<file path="src/rtl/dram_fifo_ctrl.sv">
// 32-entry FIFO controller driving an external RAM32M (sync write, async read) with a registered dout.
// Read latency 1 cycle; requests against full/empty are dropped and flagged by a one-cycle overflow/underflow pulse.
module dram_fifo_ctrl #(
  parameter logic [5:0] PROG_FULL_THRESH  = 6'd28,
  parameter logic [5:0] PROG_EMPTY_THRESH = 6'd4,
  parameter logic [5:0] DOUT_RESET        = 6'h00
) (
  input  logic       clk,
  input  logic       rst,
  input  logic       wr_en,
  input  logic [5:0] din,
  output logic       full,
  output logic       prog_full,
  output logic       overflow,
  input  logic       rd_en,
  output logic [5:0] dout,
  output logic       valid,
  output logic       empty,
  output logic       prog_empty,
  output logic       underflow,
  output logic [5:0] count,
  output logic       ram_we,
  output logic [4:0] ram_waddr,
  output logic [5:0] ram_wdata,
  output logic [4:0] ram_raddr,
  input  logic [5:0] ram_rdata
);

  logic [5:0] wr_ptr;
  logic [5:0] rd_ptr;
  logic       wr_acc;
  logic       rd_acc;

  // Extra pointer MSB distinguishes full from empty when the RAM addresses match.
  assign empty = (wr_ptr == rd_ptr);
  assign full  = (wr_ptr[4:0] == rd_ptr[4:0]) && (wr_ptr[5] != rd_ptr[5]);
  assign count = wr_ptr - rd_ptr;

  assign prog_full  = (count >= PROG_FULL_THRESH);
  assign prog_empty = (count <= PROG_EMPTY_THRESH);

  // Gated by rst so the RAM is never written while reset is held.
  assign wr_acc = wr_en & ~full & ~rst;
  assign rd_acc = rd_en & ~empty & ~rst;

  assign ram_we    = wr_acc;
  assign ram_waddr = wr_ptr[4:0];
  assign ram_wdata = din;
  assign ram_raddr = rd_ptr[4:0];

  always_ff @(posedge clk or posedge rst) begin
    if (rst) begin
      wr_ptr    <= 6'd0;
      rd_ptr    <= 6'd0;
      dout      <= DOUT_RESET;
      valid     <= 1'b0;
      overflow  <= 1'b0;
      underflow <= 1'b0;
    end else begin
      if (wr_acc) wr_ptr <= wr_ptr + 6'd1;
      if (rd_acc) begin
        rd_ptr <= rd_ptr + 6'd1;
        dout   <= ram_rdata;
      end
      valid     <= rd_acc;
      overflow  <= wr_en & full;
      underflow <= rd_en & empty;
    end
  end

endmodule

</file>
<file path="config.mk">
export PLATFORM = sky130hd
export DESIGN_NAME = dram_fifo_ctrl
export DESIGN_NICKNAME = d
export VERILOG_FILES = /design/src/rtl/dram_fifo_ctrl.sv
export SDC_FILE = /design/constraint.sdc
export NUM_CORES = 1
export LEC_CHECK = 0
export ABC_AREA = 1
export CAP_MARGIN = 15
export CORE_ASPECT_RATIO = 1.25
export CORE_MARGIN = 5
export CORE_UTILIZATION = 40
export DETAILED_ROUTE_END_ITERATION = 8
export PLACE_DENSITY = 0.8
export SLEW_MARGIN = 20
export SYNTH_ARGS = -nofsm -noshare
export SYNTH_HDL_FRONTEND = slang
export SYNTH_SLANG_ARGS = --single-unit
</file>
<file path="constraint.sdc">
create_clock -name clk -period 2 [get_ports clk]
set_input_delay 0.6 -clock clk [delete_from_list [all_inputs] [get_ports clk]]
set_output_delay 0.6 -clock clk [all_outputs]
set_load 0.01 [all_outputs]
</file>
; ---- After elaboration in Yosys (flattened, before gate mapping)
; Cells that the tools add are included.
[word_totals]
rom_bits = 0
elab_cells = 24
in_bits = 16
latch_bits = 0
output_inout_bits = 36
n_memories = 0
ff_bits = 21
ramBits = 0
[classes]
reduce_logical = 1
div = 0
muxes = 0
addsub = 3
n_mul = 0
shift = 0
eq_ne = 3
n_bitwise = 9
order_cmp = 2
[op_table]
columns = cell, count
row1 = adder 6 x 1 -> 6 bit (second input constant), 2
row2 = AND 1 bit, 6
row3 = == test 6 bit, 1
row4 = greater-or-equal comparator 6 x 5 -> 1 bit (second input constant), 1
row5 = less-or-equal comparator 6 x 3 -> 1 bit (second input constant), 1
row6 = subtractor 6 bit, 1
row7 = == test 5 bit, 1
row8 = inverter 1 bit, 3
row9 = logical AND 1 bit, 1
row10 = inequality test 1 bit, 1

; ---- Logic depth before layout (Yosys ltp)
; Gate-level depths: netlist (run 1).
[logic_depth]
ltp_word = 5
mapped_depth = 10
depth_no_buf = 10

; ---- Worst setup path before layout (run 1)
; Ideal clock, no wire load.
[synth_path]
path_type = flip-flop to output port
from = register wr_ptr[0]
to = output port prog_full
t_arrival_ns = 1.745
t_required_ns = 1.400
path_stages_with_launch = 7
n_path_buf = 0
slack_ns = -0.345
path_cell_list = dfrtp_1 > inv_1 > ha_1 > fa_1 > xnor2_1 > nand3_1 > o21ai_0
[synth_via]
elab_chain_len = 2
[synth_lines]
columns = item, line
row1 = from (decl), 29  ; logic [5:0] wr_ptr;
row2 = from (signal assigned), 60  ; if (wr_acc) wr_ptr <= wr_ptr + 6'd1;
row3 = subtractor 6 bit, 37  ; assign count = wr_ptr - rd_ptr;
row4 = net count[2], 21  ; output logic [5:0] count,
row5 = greater-or-equal comparator 6 x 5 -> 1 bit, 39  ; assign prog_full = (count >= PROG_FULL_THRESH);
row6 = to (decl), 13  ; output logic prog_full,
; The timed path passes the listed nets, and every way through them passes these cells.

; ---- Worst setup path in the final report (run 1)
[layout_path]
from = register rd_ptr[0]
to = output port prog_empty
[layout_via]
elab_chain_len = 2
[layout_lines]
columns = item, line
row1 = from (decl), 30  ; logic [5:0] rd_ptr;
row2 = from (signal assigned), 62  ; rd_ptr <= rd_ptr + 6'd1;
row3 = subtractor 6 bit, 37
row4 = less-or-equal comparator 6 x 3 -> 1 bit, 40  ; assign prog_empty = (count <= PROG_EMPTY_THRESH);
row5 = to (decl), 19  ; output logic prog_empty,
; No other way between the ends.

==> results of run 1 <==
-- kinds of logic (layout without fill, tap and decap cells) --
kind of cell	after synthesis	after routing	synth area share
simple gates	93	93	0.298
compound gates	10	10	0.0378
fa+ha+maj	8	8	0.0756
buf+inv	45	120	0.170
xor+xnor	8	8	0.0492
flops	21	21	0.369
-- worst paths after layout --
kind | endpoint | cells after the start | slack [ns]
max | prog_empty | 8 | -0.47
min | dout[3] | 2 | 0.48
max reg2reg | rd_ptr[4] | 11 | 0.15
min reg2reg | dout[3] | 2 | 0.48
max in group asynchronous | rd_ptr[4] | 4 | 0.91
min in group asynchronous | overflow | 3 | 0.65
-- cells in the final DEF, fill, tap and decap left out, drive strengths merged --
cell,n
a21oi,2
buf,59
clkbuf,4
clkdlybuf4s50,22
clkinv,1
dfrtp,21
dlygate4sd2,2
dlymetal6s2s,4
fa,1
ha,7
inv,28
nand2,68
nand3,13
nand4,2
nor2,10
o21ai,8
xnor2,4
xor2,4
-- where the power goes --
part / internal (W) / switching [W]
registers: 0.000584 / 0.000126
clock network: 0.000138 / 0.000131
logic: 0.00210 / 0.00192
total: 0.00282 / 0.00217
-- flip-flops by register name, indices dropped and copies added (netlist names) --
register,cells
overflow,1
dout,6
wr_ptr,6
underflow,1
valid,1
rd_ptr,6
-- worst reg2reg max path: stages, from the launching register on --
cell and delay [ns]:
dfrtp_1 0.44, ha_4 0.34, buf_6 0.11, nand2_4 0.07
nor2_4 0.16, buf_6 0.12, nand2_4 0.05, buf_4 0.16
nand2_8 0.09, inv_6 0.07, nand2_1 0.06, o21ai_0 0.07
-- routing by layer --
layer | wire, µm | part of all wire | vias up
met5 | 0 | 0 | -
met1 | 1500 | 0.37 | 673
li1 | - | - | 700
met4 | 67 | 0.017 | 0
met3 | 164 | 0.041 | 8
met2 | 2280 | 0.57 | 35
-- through the flow --
step / power (W) / setup TNS, ns
after floorplan: 0.00231 / -0.254
after detailed placement: 0.00372 / -4.63
after global placement: 0.00364 / -4.30
after CTS: 0.00465 / -2.72
final: 0.00499 / -3.14
after global routing: 0.00539 / -3.97
-- cell type report --
class / count / area, µm² / area share
inverters: 28 / 113 / 0.0485
clock buffers: 3 / 41.3 / 0.0178
repair buffers: 88 / 774 / 0.334
well taps: 39 / 48.8 / 0.0210
flip-flops and latches: 21 / 526 / 0.226
multi-input cells: 119 / 813 / 0.350
clock inverters: 1 / 5.00 / 0.00216
-- timing repair --
item                       CTS  global route
pin swaps                   18            13
setup buffers               13             9
resized for setup           86            17
setup endpoints to repair   11            15
hold endpoints to repair     0             0
==> impl_table.tex, run 1 <==
\begin{tabular}{lr}
\hline
Metric & Value \\
\hline
\multicolumn{2}{l}{\textbf{Place}} \\
\quad Detailed placement HPWL & 2580 µm \\
\quad RePlAce Congestion & 0.732 \\
\quad Worst slack after detailed placement & -0.645 ns \\
\quad Number of buffers inserted by port buffering & 39 \\
\quad Placed Instances & 276 \\
\quad Area post-placement & 1970 µm² \\
\multicolumn{2}{l}{\textbf{Yosys}} \\
\quad Sequential cell area fraction in the yosys report & 0.369 \\
\quad Proportion of register bits with asynchronous set or reset after synthesis & 1.00 \\
\quad Most common cell in the netlist & nand2\_1 \\
\quad Count of cell types in the netlist & 23 \\
\quad Number of synthesized register bits & 21 \\
\quad Cell types occupying the most area after synthesis & dfrtp\_1 (37\%), nand2\_1 (17\%), buf\_4 (8.4\%) \\
\quad Cell taking the most area after synthesis & dfrtp\_1 \\
\quad Synth Flop Type & dfrtp\_1 \\
\quad Instance count of the mapped netlist & 185 \\
\quad Top-area cell type share of the netlist area & 0.369 \\
\quad Syn\_area\_per\_cell & 7.69 µm² \\
\quad Number of enable-type register cells in the synthesized netlist & 0 \\
\quad Post-Syn Nets & 209 \\
\quad Total of warnings raised by yosys & 0 \\
\quad Combined area of all synthesized cells & 1420 µm² \\
\quad Leading post-synthesis cells by instance count & nand2\_1 (63), inv\_1 (25), dfrtp\_1 (21) \\
\multicolumn{2}{l}{\textbf{Global route}} \\
\quad Vias in the first global route & 1530 \\
\quad Global-route wire length before repair & 6680 µm \\
\quad Number of antenna violations at the first check in global routing & 0 \\
\quad Total overflow reported by the global router & 0 \\
\quad Met2 Resource Use GR & 0.317 \\
\quad Met1 Usage GRT & 0.176 \\
\quad GRT Overall Usage & 0.164 \\
\quad Maximum number of pins on one net before global-route repair & 21 \\
\quad Busiest layer in global routing & met2 \\
\quad Met3 track utilization from global routing & 0.0307 \\
\multicolumn{2}{l}{\textbf{Timing}} \\
\quad Rel. slew slack & 0.826 \\
\quad Number of endpoints failing setup at the final stage & 10 \\
\quad Clock period minus worst slack & 2.47 ns \\
\quad Final hold violations & 0 \\
\quad Smallest setup slack after layout & -0.469 ns \\
\quad Measured slew at the worst slew-check pin & 0.260 ns \\
\quad Achievable frequency & 405 MHz \\
\quad WHS & 0.480 ns \\
\quad Final clock skew & 0.00610 ns \\
\quad Post-route fraction of the period consumed by the critical path & 1.23 \\
\quad Unrepaired setup endpoints after global routing & true \\
\quad Max-slew violations & 0 \\
\multicolumn{2}{l}{\textbf{Clock network}} \\
\quad Root buf cell & clkbuf\_8 \\
\quad Clk pin slew, worst setup/hold paths & 0.08 ns \\
\quad Clock tree from TritonCTS & done \\
\quad Number of clock sinks & 21 \\
\quad Deepest clock path buffer count & 2 \\
\quad Clk\_lat worst skew & 0.25 ns \\
\quad H-Tree Level Count & 1 \\
\quad Total clock buffers created by CTS & 3 \\
\quad Number of hold-repair buffers added at the cts stage & 0 \\
\multicolumn{2}{l}{\textbf{Detailed routing}} \\
\quad Drt first-iter violations & 44 \\
\quad Average wire per cell in the routed design & 13.4 µm \\
\quad Via density per instance & 4.74 \\
\quad Via count & 1416 \\
\quad Wire length after detailed routing & 4020 µm \\
\quad Number of DRC violations after detailed routing & 0 \\
\quad First-pass detailed-route iteration total & 4 \\
\quad Antenna violation net count after detailed routing & 0 \\
\multicolumn{2}{l}{\textbf{Worst setup path}} \\
\quad Cell Chain, Critical Path & ha\_4 -> fa\_2 -> xnor2\_2 -> buf\_4 -> o21ai\_2 -> nand3\_2 -> nor2\_2 -> buf\_2 \\
\quad Slowest library cell on the worst path & dfrtp\_1 \\
\quad Setup crit start & rd\_ptr[0] \\
\quad CP top delay family & adder cells \\
\quad Data arrival time of the critical path & 1.87 ns \\
\quad Worst R2R Start & wr\_ptr[2] \\
\quad Category of the worst setup path launch point & flip-flop \\
\quad Sum of buffers and inverters on the critical path & 2 \\
\quad Largest fanout on the critical path & 2 \\
\quad Kind of critical path & flip-flop to primary output \\
\quad Data required time at the worst endpoint & 1.40 ns \\
\quad Kind of end point of the critical path & primary output \\
\quad Largest stage delay on the critical path & 0.42 ns \\
\multicolumn{2}{l}{\textbf{Cells and area}} \\
\quad Layout filler cell count & 272 \\
\quad Share of the core filled with cells & 0.672 \\
\quad Fraction of final layout cells with drive strength greater than 1 & 0.438 \\
\quad Post-route insts no fill & 299 \\
\quad Final Net Count & 285 \\
\quad Design area & 2320 µm² \\
\quad Area added between synthesis and finish & 63.1\% \\
\quad Diodes inserted & 0 \\
\multicolumn{2}{l}{\textbf{Floorplanning}} \\
\quad Die Y-Extent & 76.7 µm \\
\quad \# IOs & 52 \\
\quad Core region area & 3450 µm² \\
\quad Area enclosed by the die boundary & 4860 µm² \\
\quad Horiz. Die Dim & 63.3 µm \\
\quad Row cnt & 24 \\
\quad Starting density of the core & 0.412 \\
\multicolumn{2}{l}{\textbf{Power}} \\
\quad Areal power density over the cells & 2150 nW/µm² \\
\quad Static leakage & 1.23 nW \\
\quad VDD IR-drop max & 1920 µV \\
\multicolumn{2}{l}{\textbf{Status}} \\
\quad Result of the run & complete, but fails checks \\
\quad Violated checks & setup timing \\
\multicolumn{2}{l}{\textbf{Flow run}} \\
\quad Max-Cap Viols & 0 \\
\multicolumn{2}{l}{\textbf{Min path}} \\
\quad Startpoint of the worst hold path & dout[3] \\
\quad Hold Crit Class & flip-flop to flip-flop \\
\hline
\end{tabular}
Note: power is estimated with default switching activity, not from simulation.
==> inputs of run 2 (changes only) <==
--- a/config.mk
+++ b/config.mk
@@ -7,11 +7,13 @@
 export LEC_CHECK = 0
 export ABC_AREA = 1
 export CAP_MARGIN = 15
+export CELL_PAD_IN_SITES_DETAIL_PLACEMENT = 1
+export CELL_PAD_IN_SITES_GLOBAL_PLACEMENT = 1
 export CORE_ASPECT_RATIO = 1.25
 export CORE_MARGIN = 5
-export CORE_UTILIZATION = 40
+export CORE_UTILIZATION = 28
 export DETAILED_ROUTE_END_ITERATION = 8
-export PLACE_DENSITY = 0.8
+export PLACE_DENSITY = 0.79
 export SLEW_MARGIN = 20
 export SYNTH_ARGS = -nofsm -noshare
 export SYNTH_HDL_FRONTEND = slang
==> run 2 against run 1 <==
Compared with the run above: critical endpoint is now prog_full; critical path depth did not move; largest power group unchanged; final cell count rose by 7.7%; the run still ends with setup timing left; register-to-register slack improved by 0.06 ns; highest routed layer unchanged; largest cell class unchanged.
==> impl_table.tex, run 2 (synthesis gave the netlist of run 1 again) <==
\begin{tabular}{lr}
\hline
Metric & Value \\
\hline
\multicolumn{2}{l}{\textbf{Detailed routing}} \\
\quad First-pass detailed-route iteration total & 3 (-1) \\
\quad Antenna violation net count after detailed routing & 0 (unchanged) \\
\quad Via density per instance & 4.45 (-6.0\%) \\
\quad Average wire per cell in the routed design & 14.0 µm (+4.2\%) \\
\quad Drt first-iter violations & 25 (-43\%) \\
\quad Wire length after detailed routing & 4510 µm (+12\%) \\
\quad Number of DRC violations after detailed routing & 0 (unchanged) \\
\quad Via count & 1434 (+1.3\%) \\
\multicolumn{2}{l}{\textbf{Status}} \\
\quad Violated checks & setup timing \\
\quad Result of the run & complete, but fails checks \\
\multicolumn{2}{l}{\textbf{Cells and area}} \\
\quad Final Net Count & 285 (unchanged) \\
\quad Post-route insts no fill & 322 (+7.7\%) \\
\quad Diodes inserted & 0 (unchanged) \\
\quad Top Registers & dout x6, rd\_ptr x6, wr\_ptr x6 \\
\quad Area added between synthesis and finish & 65.2\% \\
\quad Most common cell after layout, fill and taps aside & nand2\_1 \\
\quad Share of the core filled with cells & 0.469 (-0.203) \\
\quad Leading cell types in the layout, fill and taps excluded & nand2\_1 (53), buf\_4 (42), clkdlybuf4s50\_1 (22) \\
\quad Fraction of final layout cells with drive strength greater than 1 & 0.427 (-0.0115) \\
\multicolumn{2}{l}{\textbf{Timing}} \\
\quad Clock period minus worst slack & 2.55 ns (+0.0826 ns) \\
\quad Measured slew at the worst slew-check pin & 0.311 ns (+0.0501 ns) \\
\quad Unrepaired setup endpoints after global routing & true \\
\quad Final hold violations & 0 (unchanged) \\
\quad Smallest setup slack after layout & -0.552 ns (-0.0826 ns) \\
\quad WHS & 0.487 ns (+0.00727 ns) \\
\quad Number of endpoints failing setup at the final stage & 10 (unchanged) \\
\quad Max-slew violations & 0 (unchanged) \\
\quad Post-route fraction of the period consumed by the critical path & 1.28 (+0.0413) \\
\quad Achievable frequency & 392 MHz (-3.2\%) \\
\quad Rel. slew slack & 0.793 (-0.0336) \\
\quad Final clock skew & 0.00237 ns (-0.00373 ns) \\
\multicolumn{2}{l}{\textbf{Floorplanning}} \\
\quad Horiz. Die Dim & 73.8 µm (+16\%) \\
\quad Starting density of the core & 0.284 (-0.128) \\
\quad Die Y-Extent & 89.7 µm (+17\%) \\
\quad Row cnt & 29 (+21\%) \\
\quad Core region area & 5010 µm² (+45\%) \\
\quad Area enclosed by the die boundary & 6620 µm² (+36\%) \\
\quad \# IOs & 52 (unchanged) \\
\multicolumn{2}{l}{\textbf{Place}} \\
\quad Number of buffers inserted by port buffering & 39 (unchanged) \\
\quad Placed Instances & 305 (+11\%) \\
\quad Worst slack after detailed placement & -0.661 ns (-0.0153 ns) \\
\quad RePlAce Congestion & 0.827 (+13\%) \\
\quad Detailed placement HPWL & 3240 µm (+26\%) \\
\multicolumn{2}{l}{\textbf{Power}} \\
\quad Net switching power & 0.00222 W (+2.1\%) \\
\quad Cell internal pwr & 0.00289 W (+2.5\%) \\
\quad Proportion of power drawn by combinational gates & 0.804 (about the same) \\
\quad Switching share of power & 0.434 (-0.000960) \\
\quad Power, Total & 0.00511 W (+2.3\%) \\
\quad VDD IR-drop max & 717 µV (-63\%) \\
\quad Areal power density over the cells & 2170 nW/µm² (+1.0\%) \\
\quad Proportion of power drawn by flip-flops and latches & 0.141 (about the same) \\
\quad Static leakage & 1.23 nW (about the same) \\
\quad Share of total power in the clock network & 0.055 (about the same) \\
\multicolumn{2}{l}{\textbf{Worst setup path}} \\
\quad Kind of end point of the critical path & primary output \\
\quad Data required time at the worst endpoint & 1.40 ns (about the same) \\
\quad Data arrival time of the critical path & 1.95 ns (+0.08 ns) \\
\quad Kind of critical path & flip-flop to primary output \\
\quad Category of the worst setup path launch point & flip-flop \\
\quad Largest fanout on the critical path & 2 (unchanged) \\
\multicolumn{2}{l}{\textbf{Min path}} \\
\quad Hold Crit Class & flip-flop to flip-flop \\
\multicolumn{2}{l}{\textbf{Clock network}} \\
\quad Number of hold-repair buffers added at the cts stage & 0 (unchanged) \\
\quad Deepest clock path buffer count & 2 (unchanged) \\
\quad Number of clock sinks & 21 (unchanged) \\
\quad Total clock buffers created by CTS & 3 (unchanged) \\
\quad H-Tree Level Count & 1 (unchanged) \\
\quad Root buf cell & clkbuf\_8 \\
\quad Clk pin slew, worst setup/hold paths & 0.08 ns (about the same) \\
\quad Clk\_lat worst skew & 0.26 ns (about the same) \\
\quad Clock tree from TritonCTS & done \\
\multicolumn{2}{l}{\textbf{Global route}} \\
\quad Global-route wire length before repair & 7160 µm (+7.1\%) \\
\quad Maximum number of pins on one net before global-route repair & 17 (-19\%) \\
\quad Total overflow reported by the global router & 0 (unchanged) \\
\quad Vias in the first global route & 1590 (+3.9\%) \\
\quad GRT Overall Usage & 0.144 (-0.0201) \\
\quad Number of antenna violations at the first check in global routing & 0 (unchanged) \\
\multicolumn{2}{l}{\textbf{Flow run}} \\
\quad Max-Cap Viols & 0 (unchanged) \\
\hline
\end{tabular}
run 2: cell count changes in the layout (fill, tap and decap cells not counted), moves of 2 or more:
cell,before,now
nand2_2,8,10
inv_2,14,11
nand2_1,55,53
inv_1,12,16
run 2: metal layers:
metal | routed length, µm | vias to the layer above | global-route usage
li1 | - | 700 | -
met1 | 1590 | 677 | 0.138
met5 | 0 | - | 0
met2 | 2460 | 41 | 0.269
met4 | 277 | 0 | 0.114
met3 | 178 | 16 | 0.0212
run 2: stage by stage:
stage                     setup TNS, ns  area, µm²
final                             -3.57       2350
after global routing              -4.40       2350
after CTS                         -3.32       2250
after detailed placement          -5.00       2040
after global placement            -4.54       2040
after floorplan                  -0.254       1440
run 2: cell type report:
class	instances	area [µm²]
multi-input combinational	119	822
inverter	28	110
fill	609	2660
timing repair buffer	88	768
clock buffer	4	45.0
tap	62	77.6
sequential	21	527
run 2: timing repair:
action | CTS | global route
gates resized for setup | 74 | 25
setup endpoints to repair | 11 | 14
pin swaps | 16 | 11
setup buffers | 10 | 6
run 2: worst max-delay path: stages, from the launching register on:
cell and delay [ns]:
dfrtp_1 0.39, inv_2 0.07, ha_4 0.17, fa_2 0.42
xnor2_2 0.16, buf_4 0.15, nand3_2 0.05, o21ai_1 0.14
buf_2 0.15
run 2: worst paths after layout:
| path | slack (ns) | startpoint | cells past startpoint | endpoint |
|---|---|---|---|---|
| worst max-delay path | -0.55 | wr_ptr[0] | 8 | prog_full |
| worst min register to register | 0.49 | dout[2] | 2 | dout[2] |
| max in group asynchronous | 0.82 | rst | 4 | dout[5] |
| min in group asynchronous | 0.75 | rst | 3 | wr_ptr[5] |
| worst max register to register | 0.21 | wr_ptr[3] | 11 | rd_ptr[3] |
| worst min-delay path | 0.49 | dout[2] | 2 | dout[2] |
run 2: power groups by stage:
stage               clock network (W)  logic, W  registers [W]
floorplan                           0   0.00156       0.000756
global placement                    0   0.00311       0.000694
global route                 0.000314   0.00447       0.000743
CTS                          0.000297   0.00370       0.000716
detailed placement                  0   0.00325       0.000699
finish                       0.000281   0.00411       0.000721
==> inputs of run 3 (changes only) <==
--- a/config.mk
+++ b/config.mk
@@ -11,10 +11,11 @@
 export CELL_PAD_IN_SITES_GLOBAL_PLACEMENT = 1
 export CORE_ASPECT_RATIO = 1.25
 export CORE_MARGIN = 5
-export CORE_UTILIZATION = 28
+export CORE_UTILIZATION = 39
 export DETAILED_ROUTE_END_ITERATION = 8
-export PLACE_DENSITY = 0.79
-export SLEW_MARGIN = 20
+export DONT_BUFFER_PORTS = 1
+export PLACE_DENSITY = 0.77
+export SLEW_MARGIN = 0
 export SYNTH_ARGS = -nofsm -noshare
 export SYNTH_HDL_FRONTEND = slang
 export SYNTH_SLANG_ARGS = --single-unit
==> run 3 against run 2 <==
Compared with the run above: the run still ends with setup timing left; count of clock-buffer cells in the layout is the same; critical path depth shrank 2; core utilization grew 6.7 points; critical path type unchanged.
==> impl_table.tex, run 3 (synthesis gave the netlist of run 1 again) <==
\begin{tabular}{lr}
\hline
Metric & Value \\
\hline
\multicolumn{2}{l}{\textbf{Cells and area}} \\
\quad Top Registers & dout x6, rd\_ptr x6, wr\_ptr x6 \\
\quad Fraction of final layout cells with drive strength greater than 1 & 0.440 (+0.0129) \\
\quad Leading cell types in the layout, fill and taps excluded & nand2\_1 (54), buf\_4 (40), dfrtp\_1 (20) \\
\quad Layout filler cell count & 422 (-31\%) \\
\quad Share of the core filled with cells & 0.536 (+0.0671) \\
\quad Area added between synthesis and finish & 32.5\% \\
\quad Most common cell after layout, fill and taps aside & nand2\_1 \\
\quad Diodes inserted & 0 (unchanged) \\
\quad Final Net Count & 241 (-15\%) \\
\multicolumn{2}{l}{\textbf{Status}} \\
\quad Result of the run & complete, but fails checks \\
\quad Violated checks & setup timing \\
\multicolumn{2}{l}{\textbf{Worst setup path}} \\
\quad Largest stage delay on the critical path & 0.52 ns (+0.10 ns) \\
\quad Category of the worst setup path launch point & flip-flop \\
\quad Sum of buffers and inverters on the critical path & 1 (-2) \\
\quad Cell Chain, Critical Path & ha\_4 -> fa\_2 -> inv\_2 -> o21ai\_1 -> nand3\_2 -> nor2\_4 \\
\quad Largest fanout on the critical path & 2 (unchanged) \\
\quad Kind of critical path & flip-flop to primary output \\
\quad Slowest library cell on the worst path & fa\_2 \\
\quad Instance count on the critical path & 6 (-2) \\
\quad Setup slack on the worst flop-to-flop path & 0.23 ns (+0.02 ns) \\
\quad Data required time at the worst endpoint & 1.40 ns (about the same) \\
\quad Worst R2R Start & wr\_ptr[3] \\
\quad Kind of end point of the critical path & primary output \\
\quad Reg2reg end & rd\_ptr[3] \\
\quad Data arrival time of the critical path & 1.80 ns (-0.15 ns) \\
\quad Cell count of the worst reg-to-reg path & 10 (-1) \\
\quad CP top delay family & adder cells \\
\multicolumn{2}{l}{\textbf{Timing}} \\
\quad Smallest setup slack after layout & -0.402 ns (+0.150 ns) \\
\quad Max-slew violations & 0 (unchanged) \\
\quad Rel. slew slack & 0.776 (-0.0164) \\
\quad Measured slew at the worst slew-check pin & 0.334 ns (+0.0237 ns) \\
\quad Final clock skew & 0.00494 ns (+0.00257 ns) \\
\quad Clock period minus worst slack & 2.40 ns (-0.150 ns) \\
\quad Number of endpoints failing setup at the final stage & 10 (unchanged) \\
\quad Post-route fraction of the period consumed by the critical path & 1.20 (-0.0750) \\
\quad Final TNS setup & -2.49 ns (+1.08 ns) \\
\quad Unrepaired setup endpoints after global routing & true \\
\quad Achievable frequency & 416 MHz (+6.2\%) \\
\quad Final hold violations & 0 (unchanged) \\
\multicolumn{2}{l}{\textbf{Detailed routing}} \\
\quad Average wire per cell in the routed design & 15.4 µm (+9.7\%) \\
\quad Drt first-iter violations & 20 (-20\%) \\
\quad Via density per instance & 4.95 (+11\%) \\
\quad Via count & 1261 (-12\%) \\
\quad Number of DRC violations after detailed routing & 0 (unchanged) \\
\quad Wire length after detailed routing & 3920 µm (-13\%) \\
\quad Antenna violation net count after detailed routing & 0 (unchanged) \\
\quad First-pass detailed-route iteration total & 3 (unchanged) \\
\multicolumn{2}{l}{\textbf{Power}} \\
\quad Power, Total & 0.00433 W (-15\%) \\
\quad Static leakage & 0.973 nW (-21\%) \\
\quad Areal power density over the cells & 2300 nW/µm² (+5.7\%) \\
\quad VDD IR-drop max & 1980 µV (+180\%) \\
\multicolumn{2}{l}{\textbf{Floorplanning}} \\
\quad \# IOs & 52 (unchanged) \\
\quad Core region area & 3510 µm² (-30\%) \\
\quad Horiz. Die Dim & 64.0 µm (-13\%) \\
\quad Die Y-Extent & 77.5 µm (-14\%) \\
\quad Row cnt & 24 (-17\%) \\
\quad Starting density of the core & 0.405 (+0.121) \\
\quad Area enclosed by the die boundary & 4960 µm² (-25\%) \\
\multicolumn{2}{l}{\textbf{Place}} \\
\quad Number of buffers inserted by port buffering & 0 (-100\%) \\
\quad Detailed placement HPWL & 3080 µm (-4.8\%) \\
\quad Worst slack after detailed placement & -0.219 ns (+0.442 ns) \\
\quad RePlAce Congestion & 0.771 (-6.8\%) \\
\multicolumn{2}{l}{\textbf{Clock network}} \\
\quad Total clock buffers created by CTS & 3 (unchanged) \\
\quad Number of clock sinks & 21 (unchanged) \\
\quad Clk pin slew, worst setup/hold paths & 0.07 ns (about the same) \\
\quad Root buf cell & clkbuf\_8 \\
\quad Clk\_lat worst skew & 0.26 ns (about the same) \\
\quad Clock tree from TritonCTS & done \\
\quad H-Tree Level Count & 1 (unchanged) \\
\quad Deepest clock path buffer count & 2 (unchanged) \\
\multicolumn{2}{l}{\textbf{Min path}} \\
\quad Hold Crit Class & input pin to async pin \\
\multicolumn{2}{l}{\textbf{Global route}} \\
\quad Total overflow reported by the global router & 0 (unchanged) \\
\quad Vias in the first global route & 1439 (-9.5\%) \\
\quad GRT Overall Usage & 0.160 (+0.0164) \\
\quad Global-route wire length before repair & 6510 µm (-9.0\%) \\
\quad Number of antenna violations at the first check in global routing & 0 (unchanged) \\
\quad Maximum number of pins on one net before global-route repair & 18 (+1) \\
\multicolumn{2}{l}{\textbf{Flow run}} \\
\quad Max-Cap Viols & 0 (unchanged) \\
\hline
\end{tabular}
run 3: cell count changes in the layout (fill, tap and decap cells not counted), sizes merged:
cell / change
dlymetal6s2s: -4
dlygate4sd2: -2
clkdlybuf4s50: -22
clkbuf: -1
buf: -15
run 3: area by class of cell:
| type | instances | area, µm² | area share |
|---|---|---|---|
| Multi-Input combinational cell | 119 | 803 | 0.426 |
| Sequential cell | 21 | 527 | 0.280 |
| Timing Repair Buffer | 44 | 345 | 0.183 |
| Inverter | 28 | 115 | 0.0611 |
| Tap cell | 39 | 48.8 | 0.0259 |
| Clock buffer | 4 | 45.0 | 0.0239 |
run 3: worst max path at each step:
stage,start,endpoint
2_1_floorplan,rd_ptr[0],prog_empty
3_5_place_dp,wr_ptr[0],prog_empty
4_1_cts,wr_ptr[0],prog_empty
6_report,rd_ptr[0],prog_empty
3_3_place_gp,rd_ptr[0],prog_empty
5_1_grt,wr_ptr[0],prog_empty
run 3: metal layers:
layer | GRT usage | part of all wire | up-vias
met5 | 0 | 0 | -
met2 | 0.307 | 0.56 | 37
li1 | - | - | 615
met1 | 0.169 | 0.37 | 600
met3 | 0.0361 | 0.051 | 9
met4 | 0.0499 | 0.021 | 0
run 3: what timing repair did:
action                                  in CTS  in global routing
endpoints found under the setup margin      10                 10
hold buffers                                 0                  0
pin swaps                                    8                 11
resized for setup                           24                 19
buffers inserted                             4                  8
run 3: power breakdown:
group / internal, W / switching (W)
clock network: 0.000142 / 0.000129
logic: 0.00160 / 0.00170
registers: 0.000587 / 0.000170
total: 0.00232 / 0.00200
run 3: metrics by stage:
step / cell area, µm² / hold slack [ns] / instances
after floorplan: 1440 / 0.483 / 185
after global placement: 1610 / 0.397 / 241
after detailed placement: 1610 / 0.397 / 241
after CTS: 1780 / 0.116 / 248
after global routing: 1880 / 0.126 / 255
final: 1880 / 0.128 / 255
